File: src/rtl/scalar_issue_stage_if.sv
// scalar_issue_stage_if: issue-stage bundle of decoded instruction, writeback, flush and ALU operand signals.
interface scalar_issue_stage_if #(
    parameter int W  = 16,
    parameter int IW = 4
);
    logic          in_valid;
    logic          in_ready;
    logic [IW-1:0] in_rd;
    logic [IW-1:0] in_rs1;
    logic [IW-1:0] in_rs2;
    logic [W-1:0]  in_imm;
    logic          in_use_imm;
    logic [2:0]    in_sel;
    logic          in_wb_en;
    logic          wb_en;
    logic [IW-1:0] wb_rd;
    logic [W-1:0]  wb_data;
    logic          flush;
    logic          out_valid;
    logic          out_ready;
    logic [W-1:0]  out_A;
    logic [W-1:0]  out_B;
    logic [2:0]    out_sel;
    logic [IW-1:0] out_rd;
    logic          out_wb_en;

    modport slave (
        input  in_valid, in_rd, in_rs1, in_rs2, in_imm, in_use_imm, in_sel, in_wb_en,
        input  wb_en, wb_rd, wb_data, flush, out_ready,
        output in_ready, out_valid, out_A, out_B, out_sel, out_rd, out_wb_en
    );

    modport master (
        output in_valid, in_rd, in_rs1, in_rs2, in_imm, in_use_imm, in_sel, in_wb_en,
        output wb_en, wb_rd, wb_data, flush, out_ready,
        input  in_ready, out_valid, out_A, out_B, out_sel, out_rd, out_wb_en
    );
endinterface

File: src/rtl/scalar_issue_stage.sv
// scalar_issue_stage: register file read, scoreboard hazard check and one-entry operand register toward the ALU.
module scalar_issue_stage #(
    parameter int W     = 16,
    parameter int NREGS = 16
) (
    input logic                clk,
    input logic                rst_n,
    scalar_issue_stage_if.slave bus
);
    logic [W-1:0]     regFile [NREGS];
    logic [NREGS-1:0] pending;
    logic [NREGS-1:0] wbMask;
    logic [NREGS-1:0] setMask;
    logic [NREGS-1:0] effPending;
    logic [W-1:0]     rs1Val;
    logic [W-1:0]     rs2Val;
    logic             hazard;
    logic             accept;

    // A writeback landing this cycle both resolves the hazard and forwards its data.
    always_comb begin
        wbMask = bus.wb_en ? NREGS'(1) << bus.wb_rd : '0;
        effPending = pending & ~wbMask;
        hazard = bus.in_valid && (effPending[bus.in_rs1] ||
                 (!bus.in_use_imm && effPending[bus.in_rs2]) ||
                 (bus.in_wb_en && effPending[bus.in_rd]));
        bus.in_ready = (!bus.out_valid || bus.out_ready) && !hazard && !bus.flush;
        accept = bus.in_valid && bus.in_ready;
        setMask = (accept && bus.in_wb_en) ? NREGS'(1) << bus.in_rd : '0;
        setMask[0] = 1'b0;
        rs1Val = bus.in_rs1 == '0 ? '0 :
                 (bus.wb_en && bus.wb_rd == bus.in_rs1) ? bus.wb_data : regFile[bus.in_rs1];
        rs2Val = bus.in_rs2 == '0 ? '0 :
                 (bus.wb_en && bus.wb_rd == bus.in_rs2) ? bus.wb_data : regFile[bus.in_rs2];
    end

    always_ff @(posedge clk or negedge rst_n) begin
        if (!rst_n) begin
            for (int i = 0; i < NREGS; i++) regFile[i] <= '0;
        end else if (bus.wb_en && bus.wb_rd != '0) begin
            regFile[bus.wb_rd] <= bus.wb_data;
        end
    end

    // Set is ORed in after the clear so a same-cycle issue to the written register stays pending.
    always_ff @(posedge clk or negedge rst_n) begin
        if (!rst_n) pending <= '0;
        else        pending <= bus.flush ? '0 : (pending & ~wbMask) | setMask;
    end

    always_ff @(posedge clk or negedge rst_n) begin
        if (!rst_n) begin
            bus.out_valid <= 1'b0;
            bus.out_A     <= '0;
            bus.out_B     <= '0;
            bus.out_sel   <= '0;
            bus.out_rd    <= '0;
            bus.out_wb_en <= 1'b0;
        end else if (bus.flush) begin
            bus.out_valid <= 1'b0;
        end else if (accept) begin
            bus.out_valid <= 1'b1;
            bus.out_A     <= rs1Val;
            bus.out_B     <= bus.in_use_imm ? bus.in_imm : rs2Val;
            bus.out_sel   <= bus.in_sel;
            bus.out_rd    <= bus.in_rd;
            bus.out_wb_en <= bus.in_wb_en;
        end else if (bus.out_ready) begin
            bus.out_valid <= 1'b0;
        end
    end
endmodule

File: src/flat_wrapper.sv
// flat-port wrapper written by rule: the top's interface ports become plain ports
module scalar_issue_stage_flat 
#(
    parameter int W     = 16,
    parameter int NREGS = 16
)
  (clk, rst_n, bus_in_valid, bus_in_rd, bus_in_rs1, bus_in_rs2, bus_in_imm, bus_in_use_imm, bus_in_sel, bus_in_wb_en, bus_wb_en, bus_wb_rd, bus_wb_data, bus_flush, bus_out_ready, bus_in_ready, bus_out_valid, bus_out_A, bus_out_B, bus_out_sel, bus_out_rd, bus_out_wb_en);
  scalar_issue_stage_if #(.W(W)) bus_i ();
  input logic clk;
  input logic rst_n;
  input wire logic [$bits(bus_i.in_valid)-1:0] bus_in_valid;
  input wire logic [$bits(bus_i.in_rd)-1:0] bus_in_rd;
  input wire logic [$bits(bus_i.in_rs1)-1:0] bus_in_rs1;
  input wire logic [$bits(bus_i.in_rs2)-1:0] bus_in_rs2;
  input wire logic [$bits(bus_i.in_imm)-1:0] bus_in_imm;
  input wire logic [$bits(bus_i.in_use_imm)-1:0] bus_in_use_imm;
  input wire logic [$bits(bus_i.in_sel)-1:0] bus_in_sel;
  input wire logic [$bits(bus_i.in_wb_en)-1:0] bus_in_wb_en;
  input wire logic [$bits(bus_i.wb_en)-1:0] bus_wb_en;
  input wire logic [$bits(bus_i.wb_rd)-1:0] bus_wb_rd;
  input wire logic [$bits(bus_i.wb_data)-1:0] bus_wb_data;
  input wire logic [$bits(bus_i.flush)-1:0] bus_flush;
  input wire logic [$bits(bus_i.out_ready)-1:0] bus_out_ready;
  output wire logic [$bits(bus_i.in_ready)-1:0] bus_in_ready;
  output wire logic [$bits(bus_i.out_valid)-1:0] bus_out_valid;
  output wire logic [$bits(bus_i.out_A)-1:0] bus_out_A;
  output wire logic [$bits(bus_i.out_B)-1:0] bus_out_B;
  output wire logic [$bits(bus_i.out_sel)-1:0] bus_out_sel;
  output wire logic [$bits(bus_i.out_rd)-1:0] bus_out_rd;
  output wire logic [$bits(bus_i.out_wb_en)-1:0] bus_out_wb_en;
  assign bus_i.in_valid = bus_in_valid;
  assign bus_i.in_rd = bus_in_rd;
  assign bus_i.in_rs1 = bus_in_rs1;
  assign bus_i.in_rs2 = bus_in_rs2;
  assign bus_i.in_imm = bus_in_imm;
  assign bus_i.in_use_imm = bus_in_use_imm;
  assign bus_i.in_sel = bus_in_sel;
  assign bus_i.in_wb_en = bus_in_wb_en;
  assign bus_i.wb_en = bus_wb_en;
  assign bus_i.wb_rd = bus_wb_rd;
  assign bus_i.wb_data = bus_wb_data;
  assign bus_i.flush = bus_flush;
  assign bus_i.out_ready = bus_out_ready;
  assign bus_in_ready = bus_i.in_ready;
  assign bus_out_valid = bus_i.out_valid;
  assign bus_out_A = bus_i.out_A;
  assign bus_out_B = bus_i.out_B;
  assign bus_out_sel = bus_i.out_sel;
  assign bus_out_rd = bus_i.out_rd;
  assign bus_out_wb_en = bus_i.out_wb_en;
  scalar_issue_stage #(.W(W), .NREGS(NREGS)) u_core (.clk(clk), .rst_n(rst_n), .bus(bus_i));
endmodule
File: config.mk
export PLATFORM = sky130hd
export DESIGN_NAME = scalar_issue_stage_flat
export DESIGN_NICKNAME = d
export VERILOG_FILES = /design/src/rtl/scalar_issue_stage_if.sv /design/src/rtl/scalar_issue_stage.sv /design/src/flat_wrapper.sv
export SDC_FILE = /design/constraint.sdc
export NUM_CORES = 1
export LEC_CHECK = 0
export ABC_AREA = 1
export CORE_ASPECT_RATIO = 2
export CORE_UTILIZATION = 45
export DETAILED_ROUTE_END_ITERATION = 8
export PLACE_DENSITY = 0.66
export SLEW_MARGIN = 0
export SYNTH_ARGS = -nofsm -noshare
export SYNTH_HDL_FRONTEND = slang
export SYNTH_SLANG_ARGS = --single-unit
File: constraint.sdc
create_clock -name clk -period 1.8 [get_ports clk]
set_input_delay 0.27 -clock clk [delete_from_list [all_inputs] [get_ports clk]]
set_output_delay 0.27 -clock clk [all_outputs]
set_load 0.01 [all_outputs]
==> impl_results.md, run 1 <==
* Synthesized flop and latch total at 313
* EDFF count, synth at 0
* Syn_area_per_cell at 7.608 um2
* Fillers at 3299
* Pre-antenna DRT Iters at 6
* Post-placement cell area at 19210 um2
* Most common cell in the synthesized netlist: nand2_1
* CTS tree: yes
* Cells after Synth at 2159
* Main synth FF type: dfrtp_1
* Die H at 272.2 um
* Outcome: finished, violations left
* Synth warn at 0
* Vias in the first global route at 17157
* Final nets at 2401
* Final min period at 2338 ps
* DR WL/cell at 24.48 um
* Die X at 137.1 um
* Critical Path Max Stage Delay at 420 ps
* RSZ-0062 raised after global routing: true
* Clk sink count at 313
* Fin crit share at 1.299
* Largest area contributor in the netlist: dfrtp_1
* Syn_nets at 2218
* Critical Path Start Type: register
* Power per Cell Area at 1002 nW/um2
* Post-Syn Area at 16430 um2
* Finished Cell Area at 20690 um2
* Routed WL at 68.82 mm
* CP Buf/Inv Count at 2
* Starting density of the core at 0.4588
* Port Buf Inserts at 100
* First-pass GRT wire length at 102.7 mm
* WS Path Type: reg2out
* CTS Buf Count at 29
* Worst Path Max Fanout at 3
* Via-per-instance ratio at 6.116
* Worst slew pin tran at 577.8 ps
* CP cell instances: o21ai_1, buf_4, nor2_1, nor2_1, nor2_1, nor2_1, nor2_2, nor2_4, nand2_1, a21boi_1, buf_2
* Clock Latency Late Sink at 580 ps
* Most frequent CP cell: nor2_1
* DRC Markers at 0
* Reg power frac at 0.450
* Clock-pin slew on the worst setup and hold paths at 60 ps
* Max Slew Vio Count at 0
* Clk_skew at 26.58 ps
* Root Driver: clkbuf_16
* CP endpoint kind: output port
* DRT iter0 DRCs at 1959
* Num ports at 101
* Seq/Total Area, Yosys at 0.4768
* Routed vias at 17191
* Ant. Diodes at 0
* Synth area leaders: dfrtp_1 (48%), o21ai_0 (13%), nand2_1 (12%)
* Final setup violation count at 57
* Fin. Hold Viols at 0
* Largest net degree at the start of global routing at 53
* Share of cells above drive strength 1 at 0.1626
* Area growth syn-to-layout at 25.95%
* Die ar. at 37320 um2
* TNS Setup at -23250 ps
* Max_cap viols at 0
* GRT Residual Overflow at 0
* Max Clk Rate at 427.7 MHz
* Slack of the critical path at -538.0 ps
* CP arrival at 2070 ps
* CP top delay family: simple AND/OR/NAND/NOR gates
* Clock share of power at 0.297
* Slew HR at 0.6148
* Remaining antenna violation count after routing at 0
* Htree depth at 1
* Failing checks: setup timing
* Count of cell types in the netlist at 30
* Routability cong. at 0.9851
* Core Region at 35800 um2
* Hold Path Class: in2async
* Yosys top cell area share at 0.4768
* Worst VDD drop at 0.8729 mV
* Detail Placement HPWL at 46.18 mm
* Sw Ratio at 0.3262
* Net switching power at 6.763 mW
* CP required at 1530 ps
* Row count at 98
* Worst path slowest cell: dfrtp_1
* Leak Pwr at 9.488 nW
* Synth top cells by count: nand2_1 (541), o21ai_0 (434), dfrtp_1 (313), inv_1 (185), a21oi_1 (168)
* GRT Util Overall at 0.3766
* Asr flop ratio synth at 1.000
* Internal Power at 13.97 mW
* Share of total power in combinational logic at 0.253
* Max clock buf depth at 3
* Initial antenna violation count at 0
## kinds of logic (layout without fill, tap and decap cells)
kind of cell,count (synthesis),count (layout),synth area share
AND/OR/NAND/NOR,703,703,0.1704
flip-flops,313,313,0.4768
buffers and inverters,378,580,0.08699
AO/OA/AOI/OAI,765,765,0.2658
## layer usage
| layer | track usage | vias up | routed length (um) | share of wire |
|---|---|---|---|---|
| li1 | - | 7668 | - | - |
| met1 | 0.4199 | 8190 | 23420 | 0.34 |
| met2 | 0.6085 | 999 | 32480 | 0.47 |
| met3 | 0.06179 | 334 | 5873 | 0.085 |
| met4 | 0.3383 | 0 | 7055 | 0.10 |
| met5 | 0 | - | 0 | 0 |
## registers in the layout, summed over array words and instances, names as in the netlist
register and cells:
u_core.bus.out_wb_en 1, u_core.pending 16, u_core.bus.out_A 16, u_core.bus.out_sel 3, u_core.bus.out_valid 1, u_core.regFile 256, u_core.bus.out_B 16, u_core.bus.out_rd 4
## cells in the final DEF, fill, tap and decap left out, drive strengths merged
| cell | n |
|---|---|
| nand2 | 541 |
| o21ai | 436 |
| dfrtp | 313 |
| buf | 237 |
| inv | 189 |
| a21oi | 168 |
| o221ai | 88 |
| clkdlybuf4s50 | 76 |
| nor2 | 70 |
| nand3 | 63 |
| clkbuf | 43 |
| nor3 | 20 |
| a221oi | 18 |
| a22oi | 15 |
| dlygate4sd2 | 12 |
| o211ai | 11 |
| clkinv | 11 |
| o31ai | 10 |
| o22ai | 8 |
| nand4 | 8 |
| o2111ai | 8 |
| dlymetal6s2s | 5 |
| clkinvlp | 4 |
| nand3b | 1 |
| a21boi | 1 |
| a22o | 1 |
| o21a | 1 |
| bufinv | 1 |
| dlygate4sd3 | 1 |
| clkdlybuf4s15 | 1 |
## area by class of cell
class / instances / area (um2) / area share
Multi-Input combinational cell: 1468 / 7550 / 0.3649
Clock inverter: 9 / 75.07 / 0.003629
Inverter: 196 / 757.0 / 0.03659
Clock buffer: 41 / 840.8 / 0.04064
Sequential cell: 313 / 7833 / 0.3786
Tap cell: 450 / 563.0 / 0.02721
Timing Repair Buffer: 334 / 3070 / 0.1484
## power by group through the flow
stage / sequential [mW] / clock, mW / combinational [mW]
final: 9.33 / 6.17 / 5.24
after CTS: 9.28 / 6.24 / 5.08
after global routing: 9.47 / 6.50 / 5.75
after detailed placement: 9.40 / 0 / 4.99
after global placement: 9.34 / 0 / 4.88
after floorplan: 9.31 / 0 / 2.59
## timing repair
action                     in CTS  in global routing
buffers inserted                9                 13
hold buffers                    1                  0
gates resized for setup        79                 69
setup endpoints to repair      63                 59
cloned                          3                  0
hold endpoints to repair      160                  0
pin swaps                       7                 18
## final timing paths
path                                     start               endpoint  slack (ps)  depth (start not counted)
hold reg to reg            u_core.regFile[255]    u_core.regFile[255]         390                          0
setup / recovery            u_core.pending[10]           bus_in_ready        -540                         11
hold / removal                           rst_n    u_core.regFile[134]         180                          2
max in group asynchronous                rst_n    u_core.regFile[141]         890                          3
min in group clk                 bus_in_sel[2]  u_core.bus.out_sel[2]         250                          3
setup reg to reg            u_core.pending[10]   u_core.bus.out_rd[0]        -460                         16
## metrics by stage
stage	hold slack, ps	total power, mW	worst slack (ps)	utilization	instances
detailed placement	195.6	14.39	-1316	0.5365	2741
global route	216.3	21.72	-671.5	0.5778	2811
CTS	191.2	20.60	-550.4	0.5713	2804
floorplan	-25.59	11.90	-162.1	-	2159
finish	176.2	20.73	-538.0	0.5778	2811
global placement	193.0	14.22	-1376	0.5365	2741
(Power assumes the default switching activity.)
==> inputs of run 2 (changes only) <==
--- a/config.mk
+++ b/config.mk
@@ -7,10 +7,10 @@
 export LEC_CHECK = 0
 export ABC_AREA = 1
 export CORE_ASPECT_RATIO = 2
+export CORE_MARGIN = 8
 export CORE_UTILIZATION = 45
 export DETAILED_ROUTE_END_ITERATION = 8
 export PLACE_DENSITY = 0.66
-export SLEW_MARGIN = 0
 export SYNTH_ARGS = -nofsm -noshare
 export SYNTH_HDL_FRONTEND = slang
 export SYNTH_SLANG_ARGS = --single-unit
==> run 2 against run 1 <==
- the run still ends with setup timing left
- setup slack worse by 48 ps
- clock power up 4.1%
- first-iteration DRC count down 1.3%
- clock-buffer cell count up 2
- die area up 16%
- register-to-register slack worse by 80 ps
- hold slack better by 8.8 ps
- largest power group unchanged
- largest cell class unchanged
==> impl_results.md, run 2 (synthesized netlist as in run 1, its figures left out) <==
* Routed vias at 17407
* DRC Markers at 0
* Num ports at 101
* Remaining antenna violation count after routing at 0
* Max reg flops at 256
* Largest net degree at the start of global routing at 57
* Layout Utilization at 0.5749
* Max Clk Rate at 419.2 MHz
* Starting density of the core at 0.4526
* Die ar. at 43240 um2
* Slew HR at 0.5661
* GRT Util Overall at 0.3339
* Dpl ws at -1298 ps
* Worst Path Max Fanout at 3
* Max Slew Vio Count at 0
* Routability cong. at 0.9844
* Die H at 286.2 um
* Vias in the first global route at 17273
* Pre-antenna DRT Iters at 6
* Row count at 99
* CP endpoint kind: output port
* First-pass GRT wire length at 107.3 mm
* Initial antenna violation count at 0
* Port Buf Inserts at 100
* Final min period at 2386 ps
* RSZ-0062 raised after global routing: true
* Leak Pwr at 9.605 nW
* Htree depth at 1
* Outcome: finished, violations left
* CTS tree: yes
* Clk_skew at 8.279 ps
* Fin crit share at 1.325
* Worst VDD drop at 0.7740 mV
* Power per Cell Area at 1008 nW/um2
* Via-per-instance ratio at 6.181
* Fin. Hold Viols at 0
* Crit Reg-Reg Endpoint: u_core.pending[8]
* WS Path Type: reg2out
* Area growth syn-to-layout at 27.03%
* Critical Path Start Type: register
* DRT iter0 DRCs at 1934
* TNS Setup at -25980 ps
* Core Region at 36290 um2
* Worst slew pin tran at 650.8 ps
* GRT Residual Overflow at 0
* Final nets at 2399
* Hold_ws at 185.0 ps
* Die X at 151.1 um
* CP arrival at 2120 ps
* Max_cap viols at 0
* DR WL/cell at 25.58 um
* Ant. Diodes at 0
* Failing checks: setup timing
* Launching point of the worst reg2reg path: u_core.pending[11]
* Commonest non-fill, non-tap cell in the layout: nand2_1
* Reg with most FFs: u_core.regFile
* Final setup violation count at 57
* R2r worst-path depth at 15
* CTS Buf Count at 29
* CP required at 1530 ps
* Clock Latency Late Sink at 580 ps
* Detail Placement HPWL at 47.22 mm
* Root Driver: clkbuf_16
* Commonest non-fill, non-tap cells in the layout: nand2_1 (514), o21ai_0 (423), dfrtp_1 (310)
* Max clock buf depth at 3
* Slack of the critical path at -585.7 ps
* Share of cells above drive strength 1 at 0.1693
* R2r setup slk at -540 ps
* Routed WL at 72.02 mm
* Hold Path Class: in2async
* Clock-pin slew on the worst setup and hold paths at 70 ps
* Clk sink count at 313
[run 2: layer usage]
layer	track usage	vias up	wire [um]	share of wire
li1	-	7680	-	-
met1	0.3787	8251	24300	0.34
met5	0	-	0	0
met4	0.2529	0	6499	0.090
met3	0.05458	347	6715	0.093
met2	0.5504	1129	34510	0.48
[run 2: area by class of cell]
type                       count  area (um2)
fill                        3360       15430
multi-input combinational   1468        7599
inverter                     196       755.7
clock buffer                  43       888.4
tap                          454       568.0
timing repair buffer         332        3134
clock inverter                10       85.08
sequential                   313        7836
[run 2: through the flow]
stage	total power [mW]	instances	area [um2]
5_1_grt	21.99	2816	20870
6_report	21.04	2816	20870
3_3_place_gp	14.24	2739	19170
4_1_cts	20.92	2812	20700
2_1_floorplan	11.90	2159	16610
3_5_place_dp	14.42	2739	19170
[run 2: repair_timing]
action / in CTS / in global routing
pin swaps: 23 / 17
endpoints found under the setup margin: 70 / 65
hold buffers: 1 / 0
gates resized for setup: 120 / 44
cloned: 8 / 0
hold endpoints to repair: 79 / 0
buffers inserted: 12 / 4
[run 2: where the power goes]
| group | total [mW] | internal [mW] | switching, mW |
|---|---|---|---|
| registers | 9.35 | 8.45 | 0.893 |
| clock network | 6.42 | 3.55 | 2.87 |
| logic | 5.28 | 2.13 | 3.15 |
| total | 21.0 | 14.1 | 6.91 |
[run 2: worst max-delay path by stage]
stage | from | to | slack (ps) | cells past startpoint
2_1_floorplan | bus_wb_rd[3] | u_core.pending[10] | -160 | 15
3_3_place_gp | bus_wb_rd[3] | bus_in_ready | -1300 | 17
3_5_place_dp | bus_wb_rd[0] | bus_in_ready | -1300 | 14
4_1_cts | u_core.pending[13] | bus_in_ready | -670 | 12
5_1_grt | u_core.pending[13] | bus_in_ready | -700 | 12
6_report | u_core.pending[11] | bus_in_ready | -590 | 10
[run 2: worst max-delay path, cell delays in order, from the launching register on]
cell and delay [ps]:
dfrtp_2 470, nand3_1 100, nand2_1 60, nor2_2 100, nor2_1 80, nor2_2 150
nor2_2 70, nor2_4 160, nand2_1 70, a21boi_1 120, buf_2 150
